File: src/rtl/scope_pkg.sv
// Shared types and defaults for the scope trigger/capture controller.
package scope_pkg;

    localparam int DEPTH_DEF    = 640;
    localparam int SAMPLE_W_DEF = 9;
    localparam int ADDR_W       = 10;
    localparam int AUTO_MULT    = 4;

    typedef enum logic [2:0] {
        IDLE  = 3'd0,
        PRE   = 3'd1,
        ARMED = 3'd2,
        POST  = 3'd3,
        DONE  = 3'd4
    } cap_state_t;

    // Circular increment over a frame of 'depth' entries.
    function automatic logic [ADDR_W-1:0] wrap_inc(
        input logic [ADDR_W-1:0] a,
        input int                depth
    );
        return (a == ADDR_W'(depth - 1)) ? '0 : a + 1'b1;
    endfunction

endpackage

File: src/rtl/trig_detect.sv
// Edge-crossing detector against a threshold; owns the previous sample.
module trig_detect
    import scope_pkg::*;
#(
    parameter int SAMPLE_W = SAMPLE_W_DEF
) (
    input  logic                clk,
    input  logic                reset_n,
    input  logic                sample_valid,
    input  logic [SAMPLE_W-1:0] sample,
    input  logic [SAMPLE_W-1:0] level,
    input  logic                rising,
    input  logic                clear,
    output logic                fire
);

    logic [SAMPLE_W-1:0] r_prev;
    logic                r_prev_vld;
    logic                w_rise;
    logic                w_fall;

    assign w_rise = (r_prev < level) && (sample >= level);
    assign w_fall = (r_prev > level) && (sample <= level);
    assign fire   = sample_valid && r_prev_vld && !clear &&
                    (rising ? w_rise : w_fall);

    always_ff @(posedge clk or negedge reset_n) begin
        if (!reset_n) begin
            r_prev     <= '0;
            r_prev_vld <= 1'b0;
        end else if (clear) begin
            r_prev_vld <= 1'b0;
        end else if (sample_valid) begin
            r_prev     <= sample;
            r_prev_vld <= 1'b1;
        end
    end

endmodule

File: src/rtl/trigger_capture_ctrl.sv
// Pre/post-trigger capture controller writing a double-buffered frame.
// Define TRIG_AUTO_EN to force a trigger after AUTO_MULT*DEPTH idle samples.
module trigger_capture_ctrl
    import scope_pkg::*;
#(
    parameter int DEPTH    = DEPTH_DEF,
    parameter int SAMPLE_W = SAMPLE_W_DEF,
    parameter int PRETRIG  = 320
) (
    input  logic                clk,
    input  logic                reset_n,
    input  logic                sample_valid,
    input  logic [SAMPLE_W-1:0] sample,
    input  logic [SAMPLE_W-1:0] trig_level,
    input  logic                trig_rising,
    input  logic                arm,
    input  logic                single,
    input  logic                stop,
    input  logic                frame_start,
    output logic                wr_en,
    output logic [ADDR_W-1:0]   wr_addr,
    output logic [SAMPLE_W-1:0] wr_data,
    output logic                wr_bank,
    output logic                rd_bank,
    output logic [ADDR_W-1:0]   start_addr,
    output logic                swap,
    output logic                busy,
    output logic                triggered
);

    localparam logic [ADDR_W-1:0] L_PRE_LAST  = ADDR_W'(PRETRIG - 1);
    localparam logic [ADDR_W-1:0] L_POST_LAST = ADDR_W'(DEPTH - PRETRIG - 2);
    localparam logic [ADDR_W-1:0] L_PRE       = ADDR_W'(PRETRIG);
    localparam logic [ADDR_W-1:0] L_BACK      = ADDR_W'(DEPTH - PRETRIG);

    cap_state_t          r_state;
    cap_state_t          w_next;
    logic [ADDR_W-1:0]   r_ptr;
    logic [ADDR_W-1:0]   w_ptr_nxt;
    logic [ADDR_W-1:0]   r_cnt;
    logic [ADDR_W-1:0]   w_cnt_nxt;
    logic                w_wr;
    logic                w_trig_evt;
    logic                w_swap;
    logic                w_clear;
    logic                w_fire;
    logic                w_hit;
    logic [ADDR_W-1:0]   w_start;

    logic                r_wr_en;
    logic [ADDR_W-1:0]   r_wr_addr;
    logic [SAMPLE_W-1:0] r_wr_data;
    logic                r_wr_bank;
    logic [ADDR_W-1:0]   r_start;
    logic                r_swap;
    logic                r_trig;

    assign w_clear = (r_state == IDLE) || (r_state == DONE);

    trig_detect #(
        .SAMPLE_W (SAMPLE_W)
    ) u_detect (
        .clk          (clk),
        .reset_n      (reset_n),
        .sample_valid (sample_valid),
        .sample       (sample),
        .level        (trig_level),
        .rising       (trig_rising),
        .clear        (w_clear),
        .fire         (w_fire)
    );

`ifdef TRIG_AUTO_EN
    localparam int AUTO_N = AUTO_MULT * DEPTH;
    localparam int AUTO_W = $clog2(AUTO_N + 1);

    logic [AUTO_W-1:0] r_auto;
    logic              w_auto_hit;

    assign w_auto_hit = sample_valid && (r_auto == AUTO_W'(AUTO_N - 1));
    assign w_hit      = w_fire || w_auto_hit;

    // Counts consecutive crossing-free samples while waiting in ARMED.
    always_ff @(posedge clk or negedge reset_n) begin
        if (!reset_n) begin
            r_auto <= '0;
        end else if (r_state != ARMED || stop) begin
            r_auto <= '0;
        end else if (sample_valid) begin
            r_auto <= w_hit ? '0 : r_auto + 1'b1;
        end
    end
`else
    assign w_hit = w_fire;
`endif

    // Frame start is PRETRIG entries behind the trigger, modulo DEPTH.
    assign w_start = (r_ptr >= L_PRE) ? (r_ptr - L_PRE) : (r_ptr + L_BACK);

    always_comb begin
        w_next     = r_state;
        w_ptr_nxt  = r_ptr;
        w_cnt_nxt  = r_cnt;
        w_wr       = 1'b0;
        w_trig_evt = 1'b0;
        w_swap     = 1'b0;
        unique case (r_state)
            IDLE: begin
                if (arm) begin
                    w_next    = PRE;
                    w_ptr_nxt = '0;
                    w_cnt_nxt = '0;
                end
            end
            PRE: begin
                if (sample_valid) begin
                    w_wr      = 1'b1;
                    w_ptr_nxt = wrap_inc(r_ptr, DEPTH);
                    w_cnt_nxt = r_cnt + 1'b1;
                    if (r_cnt == L_PRE_LAST) begin
                        w_next    = ARMED;
                        w_cnt_nxt = '0;
                    end
                end
            end
            ARMED: begin
                if (sample_valid) begin
                    w_wr      = 1'b1;
                    w_ptr_nxt = wrap_inc(r_ptr, DEPTH);
                    if (w_hit) begin
                        w_trig_evt = 1'b1;
                        w_next     = POST;
                        w_cnt_nxt  = '0;
                    end
                end
            end
            POST: begin
                if (sample_valid) begin
                    w_wr      = 1'b1;
                    w_ptr_nxt = wrap_inc(r_ptr, DEPTH);
                    w_cnt_nxt = r_cnt + 1'b1;
                    if (r_cnt == L_POST_LAST) begin
                        w_next    = DONE;
                        w_cnt_nxt = '0;
                    end
                end
            end
            DONE: begin
                if (frame_start) begin
                    w_swap    = 1'b1;
                    w_next    = single ? IDLE : PRE;
                    w_ptr_nxt = '0;
                    w_cnt_nxt = '0;
                end
            end
            default: begin
                w_next = IDLE;
            end
        endcase
        if (stop) begin
            w_next     = IDLE;
            w_ptr_nxt  = '0;
            w_cnt_nxt  = '0;
            w_wr       = 1'b0;
            w_trig_evt = 1'b0;
            w_swap     = 1'b0;
        end
    end

    always_ff @(posedge clk or negedge reset_n) begin
        if (!reset_n) begin
            r_state <= IDLE;
            r_ptr   <= '0;
            r_cnt   <= '0;
        end else begin
            r_state <= w_next;
            r_ptr   <= w_ptr_nxt;
            r_cnt   <= w_cnt_nxt;
        end
    end

    always_ff @(posedge clk or negedge reset_n) begin
        if (!reset_n) begin
            r_wr_en   <= 1'b0;
            r_wr_addr <= '0;
            r_wr_data <= '0;
            r_wr_bank <= 1'b1;
            r_start   <= '0;
            r_swap    <= 1'b0;
            r_trig    <= 1'b0;
        end else begin
            r_wr_en <= w_wr;
            r_swap  <= w_swap;
            r_trig  <= w_trig_evt;
            if (w_wr) begin
                r_wr_addr <= r_ptr;
                r_wr_data <= sample;
            end
            if (w_trig_evt) begin
                r_start <= w_start;
            end
            if (w_swap) begin
                r_wr_bank <= ~r_wr_bank;
            end
        end
    end

    assign wr_en      = r_wr_en;
    assign wr_addr    = r_wr_addr;
    assign wr_data    = r_wr_data;
    assign wr_bank    = r_wr_bank;
    assign rd_bank    = ~r_wr_bank;
    assign start_addr = r_start;
    assign swap       = r_swap;
    assign triggered  = r_trig;
    assign busy       = (r_state == PRE) || (r_state == ARMED) ||
                        (r_state == POST);

endmodule
File: config.mk
export PLATFORM = sky130hd
export DESIGN_NAME = trigger_capture_ctrl
export DESIGN_NICKNAME = d
export VERILOG_FILES = /design/src/rtl/scope_pkg.sv /design/src/rtl/trig_detect.sv /design/src/rtl/trigger_capture_ctrl.sv
export SDC_FILE = /design/constraint.sdc
export NUM_CORES = 1
export LEC_CHECK = 0
export BUFFER_PORTS_ARGS = -buffer_cell sky130_fd_sc_hd__buf_2
export CAP_MARGIN = 10
export CORE_MARGIN = 2
export CORE_UTILIZATION = 53
export CTS_BUF_LIST = sky130_fd_sc_hd__clkbuf_4
export CTS_CLUSTER_SIZE = 12
export DETAILED_ROUTE_END_ITERATION = 12
export PLACE_DENSITY = 0.79
export SYNTH_ARGS = -nofsm -noshare
export SYNTH_HDL_FRONTEND = slang
export SYNTH_SLANG_ARGS = --single-unit
File: constraint.sdc
create_clock -name clk -period 2.1 [get_ports clk]
set_input_delay 0.105 -clock clk [delete_from_list [all_inputs] [get_ports clk]]
set_output_delay 0.105 -clock clk [all_outputs]
set_load 0.05 [all_outputs]
==> reports/summary.md, run 1 <==
0 antenna diodes ended up in the layout. The tools report the number of iterations in the first detailed-routing pass as 4. TritonCTS built the clock tree. Global-route wire length before repair: 14.8 mm. The critical path class is flip-flop to flip-flop.

Once the floorplan was initialized, standard cells occupied 54.4% of the core. The share of the cycle needed by the critical path after routing works out to 109%. The area growth from synthesis to layout is 24.7%. The final-report max-slew violation count came out at 0.

The post-CTS clock slew at the launch and capture registers of the worst setup and hold paths was 0.11 ns. The buffer type at the clock tree root is sky130_fd_sc_hd__clkbuf_4. The tools report the final critical-path setup slack as -0.184 ns. The largest individual stage delay along the critical path comes from the cell sky130_fd_sc_hd__dfrtp_1. The number of enable flip-flop cells after synthesis works out to 0. Traced cell by cell, the critical path runs through ha_1 -> nand4_1 -> inv_1 -> a2111oi_4 -> nand2_1 -> o22ai_2 -> buf_12 -> mux2_2. The ratio of routed vias to standard cells came out at 5.62. Largest vdd supply drop: 0.000460 V. The most used flip-flop cell after synthesis is sky130_fd_sc_hd__dfrtp_1.

For the sum of net half-perimeters after detailed placement, the log shows 5.99 mm. The shortest period the worst path allows came out at 2.28 ns. For this run, the number of Yosys warnings is 0.

Die span in y: 87.1 um. In this run the cell area of the synthesized design comes to 3660 um2. The global-route usage over all layers is 24.8%, and the deepest level of the CTS H-tree is 3. The count of boundary I/O pins was 61. In this run the most critical hold path is launched from sample[4]. The worst setup timing slack at the placement stage came out at -0.191 ns.

Ranked by total cell area, the synthesized netlist is headed by sky130_fd_sc_hd__dfrtp_1, sky130_fd_sc_hd__nand2_1, sky130_fd_sc_hd__ha_1, sky130_fd_sc_hd__o21ai_0, sky130_fd_sc_hd__mux2_2. In the global route stage, met3 resource usage came out at 3.70%. Across all register-to-register paths, the minimum setup slack is -0.18 ns. For this run, global-route usage on met2 was measured as 40.1%. The run finished, with violations left.

The tools report the site row count as 30. The detailed router finished its first iteration with 252 violations. The tools report the number of vias after detailed routing as 3286. In this run the critical register-to-register path is captured at start_addr[0].

The die area was 7580 um2; the biggest fanout along the worst timing path was 11. At the end of the flow, the number of nets in the layout was 552. The pin slew with the least headroom to its limit was 0.644 ns. After synthesis, the most frequently instantiated cells are sky130_fd_sc_hd__nand2_1, sky130_fd_sc_hd__dfrtp_1, sky130_fd_sc_hd__o21ai_0. The share of synthesized area in the top cell type comes to 44.5%.

The peak per-stage delay on the critical path works out to 0.40 ns. The worst setup path is launched from a flip-flop. The netlist uses 52 different library cells. The number of antenna violations at the first check in global routing came out at 0.

The endpoint required time on the critical path is 2.39 ns. The logs give 3216 for the via count of the first global-routing pass and 32.8% for the met1 track demand over resource. Dividing the detail-routed wire length by the instance count gives 15.0 um. Class of the tightest hold or removal check: primary input to flip-flop. Library cell with the largest summed area after synthesis: sky130_fd_sc_hd__dfrtp_1. After synthesis, the share of flip-flops with an asynchronous set or reset is 100%. Most heavily used metal layer in global routing: met2. Setup repair after global routing could not meet its margin everywhere. In this run the cell area measured after placement is 4250 um2. Cells with a size suffix above 1 make up 27.7% of the layout.

The number of buffers inserted by port buffering is 60, and the largest buffer count on any clock path is 2. At the worst endpoint, the arrival time is 2.58 ns. The total overflow left after global routing is 0. The startpoint of the worst-slack reg-to-reg timing path is u_detect.r_prev[8].

The logs give 66 for the number of clock sinks seen by CTS and 403 for the number of instances in the synthesized netlist. In this run, synthesis produced a sequential element count of 66. Setup violations remaining at the end of the flow were counted as 20. The number of failing hold endpoints at the final stage is 0. The summed area of non-filler cells in the final layout was 4560 um2.

Between clock sinks in the finished design, the worst skew comes to 0.0159 ns. The region available for standard cell placement spans 6720 um2. The global placer's final weighted congestion came out at 0.858. The library cell with the highest instance count after synthesis was sky130_fd_sc_hd__nand2_1.

A synthesized cell averages 9.08 um2. The number of nets produced by synthesis was 454. Static timing analysis puts the maximum clock frequency at 438 MHz.

Together, buffers and inverters on the worst path number 2. In this run the remaining antenna-violating nets after routing total 0. The share of the Yosys chip area taken by registers is 45.2%. The remaining max-slew budget at the tightest pin is 57.1%. The cell class contributing the biggest share of worst-path delay was compound AO/OA/AOI/OAI gates.

The floorplan step set the die width to 87.1 um. For this block, the routed nets add up to 8.76 mm of wire. The tools report the kind of end point of the critical path as a flip-flop. In this run, CTS created clock tree buffers numbering 9. The final reports fail on setup timing.

The endpoint of the worst hold path was wr_data[4]. The count of maximum capacitance violations was 0; the depth of the worst register-to-register path was 8. Power spread over the standard cell area amounts to 986 nW/um2. Entering global routing, the biggest net connects 41 pins.

The analysis attributes to cell leakage a power of 2.41 nW. For the worst-skew pair, the clock arrives at the later sink with an insertion delay of 0.41 ns. Along the worst hold path, the cell count comes to 4. After detailed routing, the number of remaining DRC violations is 0.
-- placed cells by master (no fill, tap or decap), types with 3 or more instances in the layout --
cell type,count
sky130_fd_sc_hd__and2_1,3
sky130_fd_sc_hd__a21oi_1,9
sky130_fd_sc_hd__clkinv_1,3
sky130_fd_sc_hd__nor3_1,4
sky130_fd_sc_hd__nand3_1,9
sky130_fd_sc_hd__nor2_1,20
sky130_fd_sc_hd__nor2b_1,6
sky130_fd_sc_hd__or3_1,4
sky130_fd_sc_hd__dlygate4sd3_1,10
sky130_fd_sc_hd__nand4_1,5
sky130_fd_sc_hd__clkbuf_4,9
sky130_fd_sc_hd__buf_4,30
sky130_fd_sc_hd__dfrtp_1,64
sky130_fd_sc_hd__nand2_1,94
sky130_fd_sc_hd__and3_1,8
sky130_fd_sc_hd__nand2b_1,6
sky130_fd_sc_hd__o21ai_1,4
sky130_fd_sc_hd__mux2i_1,3
sky130_fd_sc_hd__mux2_2,11
sky130_fd_sc_hd__o21ai_0,35
sky130_fd_sc_hd__o31ai_1,6
sky130_fd_sc_hd__ha_1,23
sky130_fd_sc_hd__a21o_1,7
sky130_fd_sc_hd__inv_1,21
sky130_fd_sc_hd__buf_2,61
-- state kept, by name, summed over array words and instances (netlist names) --
name                 flops
wr_en                    1
start_addr              10
wr_bank                  1
u_detect.r_prev          9
triggered                1
r_cnt                   10
u_detect.r_prev_vld      1
swap                     1
wr_addr                 10
r_ptr                   10
wr_data                  9
r_state                  3
-- worst max path at each step --
stage	start	end	slack, ns	cells after the start
after floorplan	u_detect.r_prev[8]	start_addr[1]	-0.02	8
after global placement	u_detect.r_prev[7]	start_addr[4]	-0.11	8
after detailed placement	u_detect.r_prev[8]	start_addr[1]	-0.19	8
after CTS	u_detect.r_prev[8]	start_addr[1]	-0.18	8
after global routing	u_detect.r_prev[8]	start_addr[1]	-0.28	8
final	u_detect.r_prev[8]	start_addr[0]	-0.18	8
-- through the flow --
stage | setup TNS [ns] | utilization, % | instances | hold WS [ns] | power (W)
after global routing | -3.76 | 67.9 | 585 | 0.0209 | 0.00477
after global placement | -1.18 | 63.2 | 554 | 0.152 | 0.00353
after floorplan | -0.141 | - | 403 | -0.191 | 0.00302
after detailed placement | -2.18 | 63.2 | 554 | 0.165 | 0.00360
final | -1.97 | 67.9 | 585 | 0.0138 | 0.00450
after CTS | -2.01 | 67.4 | 583 | 0.00470 | 0.00448
-- worst min-delay path: stages --
cell	delay, ns
sky130_fd_sc_hd__buf_2	0.10
sky130_fd_sc_hd__buf_4	0.10
sky130_fd_sc_hd__nand2_1	0.04
sky130_fd_sc_hd__nand2_1	0.05
-- power by group --
group,switching [W],total (W),internal (W)
clock network,0.000476,0.000825,0.000349
logic,0.00130,0.00197,0.000673
registers,0.000170,0.00170,0.00153
total,0.00194,0.00450,0.00255
-- metal layers --
layer | part of all wire, % | vias up
li1 | - | 1583
met1 | 46 | 1581
met2 | 47 | 96
met3 | 4.3 | 26
met4 | 2.5 | 0
met5 | 0 | -
-- final cells by class --
cell class | instances | area [um2]
multi-input combinational | 299 | 1930
tap | 80 | 100
clock buffer | 9 | 67.6
sequential | 66 | 1650
inverter | 22 | 82.6
timing repair buffer | 103 | 671
clock inverter | 6 | 58.8
fill | 530 | 2160
-- cell families (layout without fill, tap and decap cells) --
family          count (synthesis)  count (layout)  share of synthesized area, %
buf+inv                        38             140                          4.17
mux                            15              15                          4.48
xor+xnor                        2               2                         0.479
flops                          66              66                          45.2
simple gates                  171             171                          21.3
fa+ha+maj                      25              25                          8.55
compound gates                 86              86                          15.8
-- repair_timing --
item                       in CTS  in global routing
setup buffers                   4                  2
resized for setup               6                  6
pin swaps                       3                  1
hold endpoints to repair       38                  0
hold buffers                   10                  0
setup endpoints to repair      21                 22
No activity file was read; power rests on OpenSTA's default activity.
==> run 2, diff against run 1 <==
--- a/config.mk
+++ b/config.mk
@@ -8,4 +8,5 @@
 export BUFFER_PORTS_ARGS = -buffer_cell sky130_fd_sc_hd__buf_2
 export CAP_MARGIN = 10
+export CORE_ASPECT_RATIO = 0.7
 export CORE_MARGIN = 2
 export CORE_UTILIZATION = 53
==> constraint.sdc (replaced) <==
create_clock -name clk -period 2.1 [get_ports clk]
set_input_delay 0.21 -clock clk [delete_from_list [all_inputs] [get_ports clk]]
set_output_delay 0.21 -clock clk [all_outputs]
set_load 0.05 [all_outputs]
==> reports/summary.md, run 2 (synthesis gave the netlist of run 1 again) <==
The run finished, with violations left. The checks that failed: setup timing. The kind of end point of the critical path was a flip-flop.

Across the run, the number of max-cap violations was 0. Buffers inserted during clock tree synthesis total 9. In the final layout, the share of cells above drive strength 1 is 30.7%.

The tools report the number of antenna violations at the first check in global routing as 0. The remaining antenna violation count after routing came out at 0. The number of iterations in the first detailed-routing pass is 5, and the global-route usage over all layers is 26.3%. The slowest stage of the critical path belongs to the cell sky130_fd_sc_hd__dfrtp_1. In this run the worst path has a maximum fanout of 6.

The ratio of routed vias to standard cells is 5.57, and the post-CTS clock slew at the launch and capture registers of the worst setup and hold paths is 0.12 ns. In this run the count of I/O pins placed on the die edge is 61. The final wirelength is 9.35 mm, and the highest clock frequency the design can meet is 440 MHz. For the global placer's final weighted congestion, the log shows 0.871.

The number of failing hold endpoints at the final stage is 0, and the number of buffers inserted by port buffering is 60. The analysis attributes to cell leakage a power of 2.43 nW. For the worst setup path, the data arrival time is 2.60 ns. Die span in x: 103 um. The aggregate global routing overflow was 0. The cell class contributing the biggest share of worst-path delay was flip-flops. The power consumption is 0.00484 W. The detailed router finished its first iteration with 191 violations.

The net total in the final layout was 547; the deepest level of the CTS H-tree was 3. The final critical-path setup slack is -0.171 ns, and the power density normalized to cell area is 1030 nW/um2. Setup violations remaining at the end of the flow were counted as 20. TritonCTS built the clock tree. The pin slew with the least headroom to its limit came out at 0.502 ns. In the layout the commonest cells are sky130_fd_sc_hd__nand2_1, sky130_fd_sc_hd__dfrtp_1, sky130_fd_sc_hd__buf_2, sky130_fd_sc_hd__o21ai_0, sky130_fd_sc_hd__buf_4. The tree built by TritonCTS fans out to 66 sinks.

The repair_antennas step left the layout with diodes totalling 0. The initial utilization of the core area, before any placement, comes to 54.4%. Leaving out fill and tap cells, the most frequent cell in the layout is sky130_fd_sc_hd__nand2_1. IR analysis of the VDD net gives a maximum drop of 0.000808 V. The first global-routing pass estimated 15.2 mm of wire. Setup repair after global routing could not meet its margin everywhere. The run gives 66.3% as the remaining max-slew budget at the tightest pin. The setup path with the least slack is of type flip-flop to flip-flop.

In this run the deepest clock path goes through 2 buffers. The signal on the critical path passes through ha_4 -> nand4_1 -> buf_4 -> nor2_1 -> a211oi_2 -> o21ai_1 -> o22ai_2 -> buf_12 -> buf_12 -> mux2_4. Entering global routing, the biggest net connects 67 pins. The most frequent cell on the critical path is sky130_fd_sc_hd__buf_12. The die covers 7590 um2.

For flop-to-flop paths, the worst setup slack is -0.17 ns. The post-route clock skew is 0.0154 ns. STA classifies the critical path startpoint as a flip-flop. The sum of net half-perimeters after detailed placement was 6.36 mm. The run gives -0.201 ns as the worst setup timing slack at the placement stage. From bottom edge to top edge, the die measures 73.5 um. After routing, the total negative slack on setup checks comes to -2.37 ns. The final-report max-slew violation count is 0. For this run, design rule violations remaining after detail routing come to 0. At the worst endpoint, the required time is 2.43 ns.

Clock tree synthesis selected as its root buffer the cell sky130_fd_sc_hd__clkbuf_4. After layout, the worst path uses 108% of the clock period. The shortest period the worst path allows works out to 2.27 ns.

For this run, the slowest stage of the critical path takes 0.45 ns. In this run the core area contains 25 standard-cell rows. The via count of the first global-routing pass was 3120.

Worst-skew pair later-pin latency: 0.44 ns. The number of vias after detailed routing is 3317, and the average wire length per cell after detail routing is 15.7 um. The buffer and inverter count on the worst path is 3, and the layout-stage area growth over the synthesis result is 28.9%. The tools report the area of the core as 6730 um2. The class of the tightest hold or removal check was primary input to flip-flop.
-- run 2: changes by cell type in the layout (fill, tap and decap cells not counted), sizes merged --
cell | before | now
buf | 93 | 97
bufinv | 1 | 2
clkinv | 5 | 4
clkinvlp | 1 | 0
dlygate4sd3 | 10 | 1
inv | 21 | 23
-- run 2: report_power, final --
group,internal [W],total (W),switching (W)
registers,0.00153,0.00175,0.000223
clock network,0.000492,0.00102,0.000530
logic,0.000744,0.00206,0.00132
total,0.00277,0.00484,0.00207
-- run 2: stage by stage --
step,utilization (%),area (um2),instances,hold slack [ns]
after floorplan,-,3690,403,-0.0856
after global placement,64.0,4300,573,0.251
after detailed placement,64.0,4300,573,0.249
after CTS,68.9,4640,594,0.00260
after global routing,70.1,4710,595,0.0298
final,70.1,4710,595,0.0130
-- run 2: cell type report --
class / count / area (um2)
flip-flops and latches: 66 / 1650
fillers: 518 / 2010
clock buffers: 9 / 67.6
repair buffers: 98 / 648
clock inverters: 7 / 100
inverters: 22 / 82.6
multi-input cells: 299 / 2040
well taps: 94 / 118
-- run 2: metal layers --
metal	part of all wire (%)	vias to the layer above	GRT usage [%]	wire [um]
met5	0	-	0	0
met1	45	1593	36.4	4160
met4	0.98	0	4.97	92
met3	7.4	12	7.14	692
met2	47	133	41.9	4400
li1	-	1579	-	-
-- run 2: worst paths after layout --
path                       cells after the start                 end               start
setup reg to reg                              10       start_addr[1]  u_detect.r_prev[2]
min in group asynchronous                      3            r_cnt[1]             reset_n
hold reg to reg                                2          wr_data[7]          wr_data[7]
max in group asynchronous                      3             wr_bank             reset_n
hold / removal                                 3  u_detect.r_prev[0]           sample[0]
setup / recovery                              10       start_addr[1]  u_detect.r_prev[2]
-- run 2: repair_timing --
item | 4_1_cts | 5_1_grt
hold buffers | 1 | 0
endpoints found under the setup margin | 20 | 25
pin swaps | 15 | 5
gates resized for setup | 26 | 10
hold endpoints to repair | 65 | 0
buffers inserted | 4 | 1
-- run 2: tightest hold or removal path, stage by stage --
cell and delay, ns:
sky130_fd_sc_hd__buf_2 0.09, sky130_fd_sc_hd__nand2_1 0.04, sky130_fd_sc_hd__o21ai_0 0.07
